### config.mk
export PLATFORM = sky130hd
export DESIGN_NAME = vga_rect_filler_flat
export DESIGN_NICKNAME = d
export VERILOG_FILES = /design/src/rtl/vga_rect_filler_if.sv /design/src/rtl/vga_rect_filler.sv /design/src/flat_wrapper.sv
export SDC_FILE = /design/constraint.sdc
export NUM_CORES = 1
export LEC_CHECK = 0
export CORE_MARGIN = 4
export CORE_UTILIZATION = 40
export CTS_CLUSTER_DIAMETER = 120
export DETAILED_ROUTE_END_ITERATION = 10
export GPL_ROUTABILITY_DRIVEN = 0
export HOLD_SLACK_MARGIN = 0.12
export SETUP_SLACK_MARGIN = 0.15
export SLEW_MARGIN = 20
export SYNTH_ARGS = -nofsm -noshare
export SYNTH_HDL_FRONTEND = slang
export SYNTH_SLANG_ARGS = --single-unit
### constraint.sdc
create_clock -name clk -period 6.55 [get_ports clk]
set_input_delay 0.655 -clock clk [delete_from_list [all_inputs] [get_ports clk]]
set_output_delay 0.655 -clock clk [all_outputs]
set_load 0.01 [all_outputs]
### src/rtl/vga_rect_filler_if.sv
// vga_rect_filler_if
// Groups the command handshake and the pixel-write bus of the rectangle fill
// engine.
//   master : the command source and pixel sink. It drives cmd_* and observes
//            the engine outputs.
//   slave  : the fill engine. It observes cmd_* and drives cmd_ready,
//            data_addr, data_in, write_enable, busy and done.
interface vga_rect_filler_if;
  logic        cmd_valid;
  logic        cmd_ready;
  logic [7:0]  cmd_x;
  logic [6:0]  cmd_y;
  logic [7:0]  cmd_w;
  logic [6:0]  cmd_h;
  logic [2:0]  cmd_color;
  logic [14:0] data_addr;
  logic [2:0]  data_in;
  logic        write_enable;
  logic        busy;
  logic        done;

  modport master (
    output cmd_valid, cmd_x, cmd_y, cmd_w, cmd_h, cmd_color,
    input  cmd_ready, data_addr, data_in, write_enable, busy, done
  );

  modport slave (
    input  cmd_valid, cmd_x, cmd_y, cmd_w, cmd_h, cmd_color,
    output cmd_ready, data_addr, data_in, write_enable, busy, done
  );
endinterface

### src/rtl/vga_rect_filler.sv
// vga_rect_filler
// Accepts one rectangle command at a time and clips it to the FB_W x FB_H
// frame. It then emits one pixel write every two cycles in row-major order:
// write_enable is high for one cycle and low for the next, which gives the
// downstream read-then-write memory port a rising edge for every pixel. When
// the command completes, done pulses for one cycle.
// Ports:
//   clk, rst : clock and asynchronous active-high reset
//   bus      : slave side of vga_rect_filler_if. It carries the command
//              handshake (cmd_valid/cmd_ready, cmd_x/y/w/h/color) and the
//              pixel bus (data_addr, data_in, write_enable, busy, done).
//              Every output on this bus is registered.
module vga_rect_filler #(
  parameter int FB_W = 160,
  parameter int FB_H = 120
) (
  input logic              clk,
  input logic              rst,
  vga_rect_filler_if.slave bus
);

  typedef enum logic [2:0] {
    IDLE  = 3'd0,
    SETUP = 3'd1,
    WR    = 3'd2,
    GAP   = 3'd3,
    DONE  = 3'd4
  } state_t;

  state_t      state;
  logic [7:0]  x_lat;
  logic [7:0]  w_lat;
  logic [6:0]  y_lat;
  logic [6:0]  h_lat;
  logic [2:0]  color_lat;
  logic [7:0]  cur_x;
  logic [6:0]  cur_y;
  logic [14:0] row_base;

  logic [8:0]  x_sum;
  logic [7:0]  y_sum;
  logic [8:0]  x_end;
  logic [7:0]  y_end;
  logic [8:0]  x_next;
  logic [7:0]  y_next;
  logic        empty;
  logic [14:0] setup_base;

  // Clip window and step values, derived from the latched command. The sums
  // are one bit wider than their operands, so an oversize width or height
  // cannot wrap past the frame edge.
  always_comb begin
    x_sum      = {1'b0, x_lat} + {1'b0, w_lat};
    y_sum      = {1'b0, y_lat} + {1'b0, h_lat};
    x_end      = (x_sum > 9'(FB_W)) ? 9'(FB_W) : x_sum;
    y_end      = (y_sum > 8'(FB_H)) ? 8'(FB_H) : y_sum;
    x_next     = {1'b0, cur_x} + 9'd1;
    y_next     = {1'b0, cur_y} + 8'd1;
    empty      = ({1'b0, x_lat} >= 9'(FB_W)) || ({1'b0, y_lat} >= 8'(FB_H)) ||
                 (w_lat == 8'd0) || (h_lat == 7'd0);
    // Constant multiply; synthesis reduces it to the shift-add 128y + 32y.
    setup_base = 15'(y_lat) * 15'(FB_W);
  end

  // Control FSM. Every output is registered and is set on the edge that
  // enters the state where it must be visible.
  always_ff @(posedge clk or posedge rst) begin
    if (rst) begin
      state            <= IDLE;
      x_lat            <= 8'd0;
      w_lat            <= 8'd0;
      y_lat            <= 7'd0;
      h_lat            <= 7'd0;
      color_lat        <= 3'd0;
      cur_x            <= 8'd0;
      cur_y            <= 7'd0;
      row_base         <= 15'd0;
      bus.cmd_ready    <= 1'b1;
      bus.data_addr    <= 15'd0;
      bus.data_in      <= 3'd0;
      bus.write_enable <= 1'b0;
      bus.busy         <= 1'b0;
      bus.done         <= 1'b0;
    end else begin
      case (state)
        IDLE: begin
          if (bus.cmd_valid && bus.cmd_ready) begin
            x_lat         <= bus.cmd_x;
            y_lat         <= bus.cmd_y;
            w_lat         <= bus.cmd_w;
            h_lat         <= bus.cmd_h;
            color_lat     <= bus.cmd_color;
            bus.cmd_ready <= 1'b0;
            bus.busy      <= 1'b1;
            state         <= SETUP;
          end else begin
            state <= IDLE;
          end
        end
        SETUP: begin
          if (empty) begin
            bus.done <= 1'b1;
            state    <= DONE;
          end else begin
            cur_x            <= x_lat;
            cur_y            <= y_lat;
            row_base         <= setup_base;
            bus.data_addr    <= setup_base + 15'(x_lat);
            bus.data_in      <= color_lat;
            bus.write_enable <= 1'b1;
            state            <= WR;
          end
        end
        WR: begin
          // Address and colour hold through GAP; only the strobe drops.
          bus.write_enable <= 1'b0;
          state            <= GAP;
        end
        GAP: begin
          if (x_next < x_end) begin
            cur_x            <= x_next[7:0];
            bus.data_addr    <= row_base + 15'(x_next);
            bus.write_enable <= 1'b1;
            state            <= WR;
          end else if (y_next < y_end) begin
            cur_x            <= x_lat;
            cur_y            <= y_next[6:0];
            row_base         <= row_base + 15'(FB_W);
            bus.data_addr    <= row_base + 15'(FB_W) + 15'(x_lat);
            bus.write_enable <= 1'b1;
            state            <= WR;
          end else begin
            bus.done <= 1'b1;
            state    <= DONE;
          end
        end
        DONE: begin
          bus.done      <= 1'b0;
          bus.busy      <= 1'b0;
          bus.cmd_ready <= 1'b1;
          bus.data_addr <= 15'd0;
          bus.data_in   <= 3'd0;
          state         <= IDLE;
        end
        default: begin
          bus.cmd_ready    <= 1'b1;
          bus.data_addr    <= 15'd0;
          bus.data_in      <= 3'd0;
          bus.write_enable <= 1'b0;
          bus.busy         <= 1'b0;
          bus.done         <= 1'b0;
          state            <= IDLE;
        end
      endcase
    end
  end

endmodule
### src/flat_wrapper.sv
// flat-port wrapper written by rule: the top's interface ports become plain ports
module vga_rect_filler_flat 
#(
  parameter int FB_W = 160,
  parameter int FB_H = 120
)
  (clk, rst, bus_cmd_valid, bus_cmd_x, bus_cmd_y, bus_cmd_w, bus_cmd_h, bus_cmd_color, bus_cmd_ready, bus_data_addr, bus_data_in, bus_write_enable, bus_busy, bus_done);
  vga_rect_filler_if bus_i ();
  input logic clk;
  input logic rst;
  input wire logic [$bits(bus_i.cmd_valid)-1:0] bus_cmd_valid;
  input wire logic [$bits(bus_i.cmd_x)-1:0] bus_cmd_x;
  input wire logic [$bits(bus_i.cmd_y)-1:0] bus_cmd_y;
  input wire logic [$bits(bus_i.cmd_w)-1:0] bus_cmd_w;
  input wire logic [$bits(bus_i.cmd_h)-1:0] bus_cmd_h;
  input wire logic [$bits(bus_i.cmd_color)-1:0] bus_cmd_color;
  output wire logic [$bits(bus_i.cmd_ready)-1:0] bus_cmd_ready;
  output wire logic [$bits(bus_i.data_addr)-1:0] bus_data_addr;
  output wire logic [$bits(bus_i.data_in)-1:0] bus_data_in;
  output wire logic [$bits(bus_i.write_enable)-1:0] bus_write_enable;
  output wire logic [$bits(bus_i.busy)-1:0] bus_busy;
  output wire logic [$bits(bus_i.done)-1:0] bus_done;
  assign bus_i.cmd_valid = bus_cmd_valid;
  assign bus_i.cmd_x = bus_cmd_x;
  assign bus_i.cmd_y = bus_cmd_y;
  assign bus_i.cmd_w = bus_cmd_w;
  assign bus_i.cmd_h = bus_cmd_h;
  assign bus_i.cmd_color = bus_cmd_color;
  assign bus_cmd_ready = bus_i.cmd_ready;
  assign bus_data_addr = bus_i.data_addr;
  assign bus_data_in = bus_i.data_in;
  assign bus_write_enable = bus_i.write_enable;
  assign bus_busy = bus_i.busy;
  assign bus_done = bus_i.done;
  vga_rect_filler #(.FB_W(FB_W), .FB_H(FB_H)) u_core (.clk(clk), .rst(rst), .bus(bus_i));
endmodule
# Word level (Yosys, flattened, before mapping)
# Cells that the tools add are included.
# W data, S select, Z words.
# classes
addsub	8
multipliers	1
order_cmp	6
eq_ne	11
muxes	37
n_bitwise	4
reduce_logical	20
# op_table
op	count
$mux W15	6
$pmux W15 S3	1
$mux W8	4
$add A15 B8 Y15	2
$pmux W15 S2	1
$mux W7	3
$pmux W8 S2	1
$add A15 B8 Y15 const B	1
$add A15 B9 Y15	1
$pmux W7 S2	1
$mux W3	4
$pmux W3 S4	1
$mul A7 B3 Y10 const B	1
$add A8 B1 Y9 const B	1
$add A8 B8 Y9	1
$gt A9 B8 Y1 const B	1
$lt A9 B9 Y1	1
$mux W1	9
$mux W9	1
$reduce_and A3 Y1	3
$add A7 B1 Y8 const B	1
$add A7 B7 Y8	1
$ge A8 B8 Y1 const B	1
$gt A8 B7 Y1 const B	1
other kinds (22)	39
# totals
regBits	88
in_bits	36
output_inout_bits	22
elab_cells	102

# Logic depth before layout (Yosys ltp)
# logic_depth
word_depth	7
mapped_depth	20
ltp_nobuf	18

# Least setup slack after synthesis
# No wires, ideal clock.
# synth_path
path_type	reg2reg
start	register u_core.x_lat[0]
end	register u_core.bus.data_addr[10]
setup_time_ns	0.126
t_arrival_ns	5.116
t_required_ns	6.424
setup_slack_ns	1.308
path_stages_with_launch	20
path_buffers	1
synth_period_minus_slack_ns	5.242
cell_sequence	dfrtp_1 ha_1 fa_1 a211oi_2 o21bai_1 a211o_1 a211oi_2 or2_2 or3b_2 ha_1 a21o_1 a221o_1 a21o_1 a2111oi_4 o31a_4 nor2_2 a32o_2 or2_4 buf_6 a221o_1
# synth_between
elab_chain_len	6
elab_cells_between_ends	17
cone_classes	3 x add/sub; 3 x order compare; 2 x eq/ne; 5 x mux; 4 x reduce/logical
# synth_lines
element	line_no	source
start: declaration	vga_rect_filler.sv:31	logic [7:0] x_lat;
start signal: assignment	vga_rect_filler.sv:88	x_lat <= bus.cmd_x;
$add A8 B8 Y9 / $ge A8 B8 Y1 (equally long branches)	vga_rect_filler.sv:53, vga_rect_filler.sv:59	
$gt A9 B8 Y1 / $logic_or A1 B1 Y1 (equally long branches)	vga_rect_filler.sv:55, vga_rect_filler.sv:59	
$mux W9 / $logic_or A1 B1 Y1 (equally long branches)	vga_rect_filler.sv:55, vga_rect_filler.sv:59	
$lt A9 B9 Y1 / $logic_or A1 B1 Y1 (equally long branches)	vga_rect_filler.sv:120, vga_rect_filler.sv:60	
$ne A3 B1 Y1 (no source line) (tied with other cells)	n/a	
$reduce_and A3 Y1 (no source line) / $pmux W15 S3 (equally long branches)	n/a	
end signal: assignment	vga_rect_filler.sv:108	bus.data_addr <= setup_base + 15'(x_lat);
end signal: assignment	vga_rect_filler.sv:122	bus.data_addr <= row_base + 15'(x_next);
end signal: assignment	vga_rect_filler.sv:129	bus.data_addr <= row_base + 15'(FB_W) + 15'(x_lat);
end: declaration	vga_rect_filler_if.sv:29	output cmd_ready, data_addr, data_in, write_enable, busy, done
# Parallel ways exist; a longest one is shown, timed or not. The select of a mux whose other input is x is not followed.
# A chain may end at the register's enable or synchronous reset.

# Final worst setup path
# layout_path
start	register u_core.w_lat[0]
end	register u_core.cur_y[6]
# layout_between
elab_chain_len	6
elab_cells_between_ends	10
cone_classes	1 x add/sub; 2 x order compare; 2 x eq/ne; 1 x mux; 4 x reduce/logical
# layout_lines
element	line_no	source
start: declaration	vga_rect_filler.sv:32	logic [7:0] w_lat;
start signal: assignment	vga_rect_filler.sv:90	w_lat <= bus.cmd_w;
$add A8 B8 Y9	vga_rect_filler.sv:53	x_sum = {1'b0, x_lat} + {1'b0, w_lat};
$gt A9 B8 Y1	vga_rect_filler.sv:55	x_end = (x_sum > 9'(FB_W)) ? 9'(FB_W) : x_sum;
$mux W9	vga_rect_filler.sv:55	
$lt A9 B9 Y1	vga_rect_filler.sv:120	if (x_next < x_end) begin
$ne A2 B2 Y1 (no source line)	n/a	
$reduce_and A4 Y1 (no source line) *	n/a	
end signal: assignment	vga_rect_filler.sv:106	cur_y <= y_lat;
end signal: assignment	vga_rect_filler.sv:127	cur_y <= y_next[6:0];
end: declaration	vga_rect_filler.sv:37	logic [6:0] cur_y;
# Mark *: on every way between the ends. The rest lies on a longest branch, timed or not.

==> summary.md <==
| Metric | Value |
|---|---|
| Crit Path Class | `flip-flop to flip-flop` |
| Worst Tran Pin Value | `1.07 ns` |
| Cell Area, Synth | `0.00613 mm²` |
| CTS Buf Count | `9` |
| CTS tree | `done` |
| Max Slew Vio Count | `0` |
| Crit path max-delay cell type | `a31oi_2` |
| Crit-path max FO | `24` |
| Post-route setup TNS | `0 ns` |
| 1st-iter DRT viols | `330` |
| Vias in the first global route | `5117` |
| Slew Limit Headroom | `0.285` |
| MaxCap Viol Count | `0` |
| Vias | `5017` |
| Worst-case clock buffer depth | `2` |
| Nets | `788` |
| DR pass1 iterations | `5` |
| Max Freq | `169 MHz` |
| Area delta synth->final | `16.8%` |
| Clk_lat worst skew | `0.35 ns` |
| PnR worst setup slack | `0.644 ns` |
| Number of synthesized flops with an enable pin | `0` |
| Layout cell share with drive strength beyond 1 | `0.106` |
| Syn nets | `742` |
| Slowest stage delay, CP | `0.61 ns` |
| Worst clock skew | `0.00768 ns` |
| Outcome | `finished clean` |
| Worst path required time | `6.77 ns` |
| Crit-path cells | `ha_1 -> fa_1 -> a211oi_2 -> o21bai_1 -> a211o_1 -> a211oi_2 -> or2_2 -> or3b_2 -> ha_1 -> a21o_1 -> a221o_1 -> a21o_1 -> a2111oi_4 -> o31a_4 -> nor2_2 -> a31oi_2 -> buf_4 -> o21ai_0` |
| First-pass GRT wire length | `26300 µm` |
| Wire length per cell | `18.0 µm` |
| Clk Tree Root Cell | `clkbuf_16` |
| Worst path arrival time | `6.13 ns` |
| CP Buf/Inv Count | `1` |
| Post-CTS sizing | `0` |
| Warnings from Yosys | `0` |
| DRT antenna net count | `0` |
| Dpl cells | `868` |
| Die ar. | `0.0174 mm²` |
| Element type at the critical path end | `flip-flop` |
| Unrepaired setup endpoints after global routing | `false` |
| Setup Fix Bufs, Post-CTS | `0` |
| Post-DP HPWL | `12100 µm` |
| Min Tclk post-route | `5.91 ns` |
| Via/cell ratio | `5.68` |
| Sequential share of the synthesized area | `0.339` |
| Pre-CTS setup slack | `0.688 ns` |
| Crit start category | `flip-flop` |
| # port buffers | `57` |
| Seq cells post-synth | `83` |
| Die X | `132 µm` |
| GRT Util Overall | `0.184` |
| Count of final setup violators | `0` |
| Clock sinks | `83` |
| Avg Cell Area, Syn | `9.44 µm²` |
| Final Non-Filler Cells | `884` |
| Unique masters post-synth | `71` |
| Area post-placement | `0.00686 mm²` |
| H-tree levels | `3` |
| N_diodes | `0` |
| Drc violations | `0` |
| Initial antenna violation count | `0` |
| Total grt overflow | `0` |
| Top delay family on crit path | `compound AO/OA/AOI/OAI gates` |
| Worst hold path class | `input pin to async pin` |
| Asr flop ratio synth | `1.00` |
| Fin crit share | `0.902` |
| Maximum number of pins on one net before global-route repair | `80` |
| Final count of hold timing violations | `0` |
| Post-Route WL | `15900 µm` |
| Mapped Cells | `649` |
| Core outline area | `0.0148 mm²` |
| Main synth FF type | `dfrtp_1` |
| FP Rows | `44` |
| I/O Pins | `58` |
| Initial Utilization | `0.415` |
| Final instance area | `0.00716 mm²` |
| Chip Height | `132 µm` |
| Post-CTS Hold Fix Bufs | `0` |
| Clock-pin slew on the worst setup and hold paths | `0.07 ns` |
[kinds of logic after synthesis]
kind of cell | share of synthesized area
AO/OA/AOI/OAI | 0.200
buffers and inverters | 0.0335
flip-flops | 0.339
multiplexers | 0.0855
XOR/XNOR | 0.0686
AND/OR/NAND/NOR | 0.149
other | 0.00123
adder cells (fa/ha/maj) | 0.123
[metrics by stage]
stage / utilization / hold slack, ns
global placement: 0.465 / 0.487
floorplan: - / 0.475
finish: 0.485 / 0.477
CTS: 0.485 / 0.464
detailed placement: 0.465 / 0.481
global route: 0.485 / 0.484
[state kept, by name (all words and copies together) (netlist names)]
| signal | count |
|---|---|
| u_core.bus.cmd_ready | 1 |
| u_core.h_lat | 7 |
| u_core.state | 3 |
| u_core.bus.data_addr | 15 |
| u_core.bus.done | 1 |
| u_core.bus.write_enable | 1 |
| u_core.row_base | 10 |
| u_core.y_lat | 7 |
| u_core.color_lat | 3 |
| u_core.cur_y | 7 |
| u_core.cur_x | 8 |
| u_core.bus.busy | 1 |
| u_core.bus.data_in | 3 |
| u_core.w_lat | 8 |
| u_core.x_lat | 8 |
[cells in the final DEF, fill, tap and decap left out, types with 13 or more instances in the layout]
master | Yosys | routed
o21ai_0 | 33 | 33
mux2i_1 | 13 | 13
a21o_1 | 18 | 18
a21oi_1 | 42 | 42
nand2_1 | 48 | 48
dfrtp_1 | 82 | 82
xnor2_1 | 32 | 32
nor2_1 | 48 | 48
mux2_2 | 35 | 35
nand3_1 | 19 | 19
clkdlybuf4s50_1 | 0 | 57
ha_1 | 53 | 53
inv_1 | 23 | 22
xor2_1 | 16 | 16
[worst paths after layout]
kind,depth (start not counted),startpoint,slack (ns),to
setup / recovery,18,u_core.w_lat[0],0.64,u_core.cur_y[6]
hold / removal,2,rst,0.48,u_core.color_lat[2]
setup reg to reg,18,u_core.w_lat[0],0.64,u_core.cur_y[6]
hold reg to reg,1,u_core.bus.data_addr[4],0.51,u_core.bus.data_addr[4]
max in group asynchronous,3,rst,5.18,u_core.bus.data_addr[8]
min in group clk,1,u_core.bus.data_addr[4],0.51,u_core.bus.data_addr[4]
[final cells by class]
class                      instances  area (µm²)
clock buffer                       9         225
timing repair buffer              62         612
multi-input combinational        516        3850
tap                              184         230
clock inverter                     7        73.8
sequential                        83        2080
fill                            1386        7600
inverter                          23        87.6
[metal layers]
layer / wire [µm] / vias to the layer above / track usage
li1: - / 2475 / -
met1: 7740 / 2405 / 0.263
met2: 7220 / 119 / 0.285
met3: 710 / 18 / 0.0363
met4: 218 / 0 / 0.0513
met5: 0 / - / 0
[cells in the mapped netlist, types with 8 or more instances]
master    count  area [µm²]
xor2_1       16         140
a22o_1       12         105
nor2_1       48         180
o31ai_1       8        60.1
inv_1        23        86.3
mux2_2       35         394
o21ai_0      33         165
ha_1         53         663
a21oi_1      42         210
clkbuf_1     20        75.1
mux2i_1      13         130
nand3_1      19        95.1
xnor2_1      32         280
dfrtp_1      82        2050
and3_1        9        56.3
a21o_1       18         135
nor3_1       12        60.1
nand2_1      48         180
Power is not shown: default switching activity piles up to over one toggle a cycle in this logic, so the estimate is an artifact.
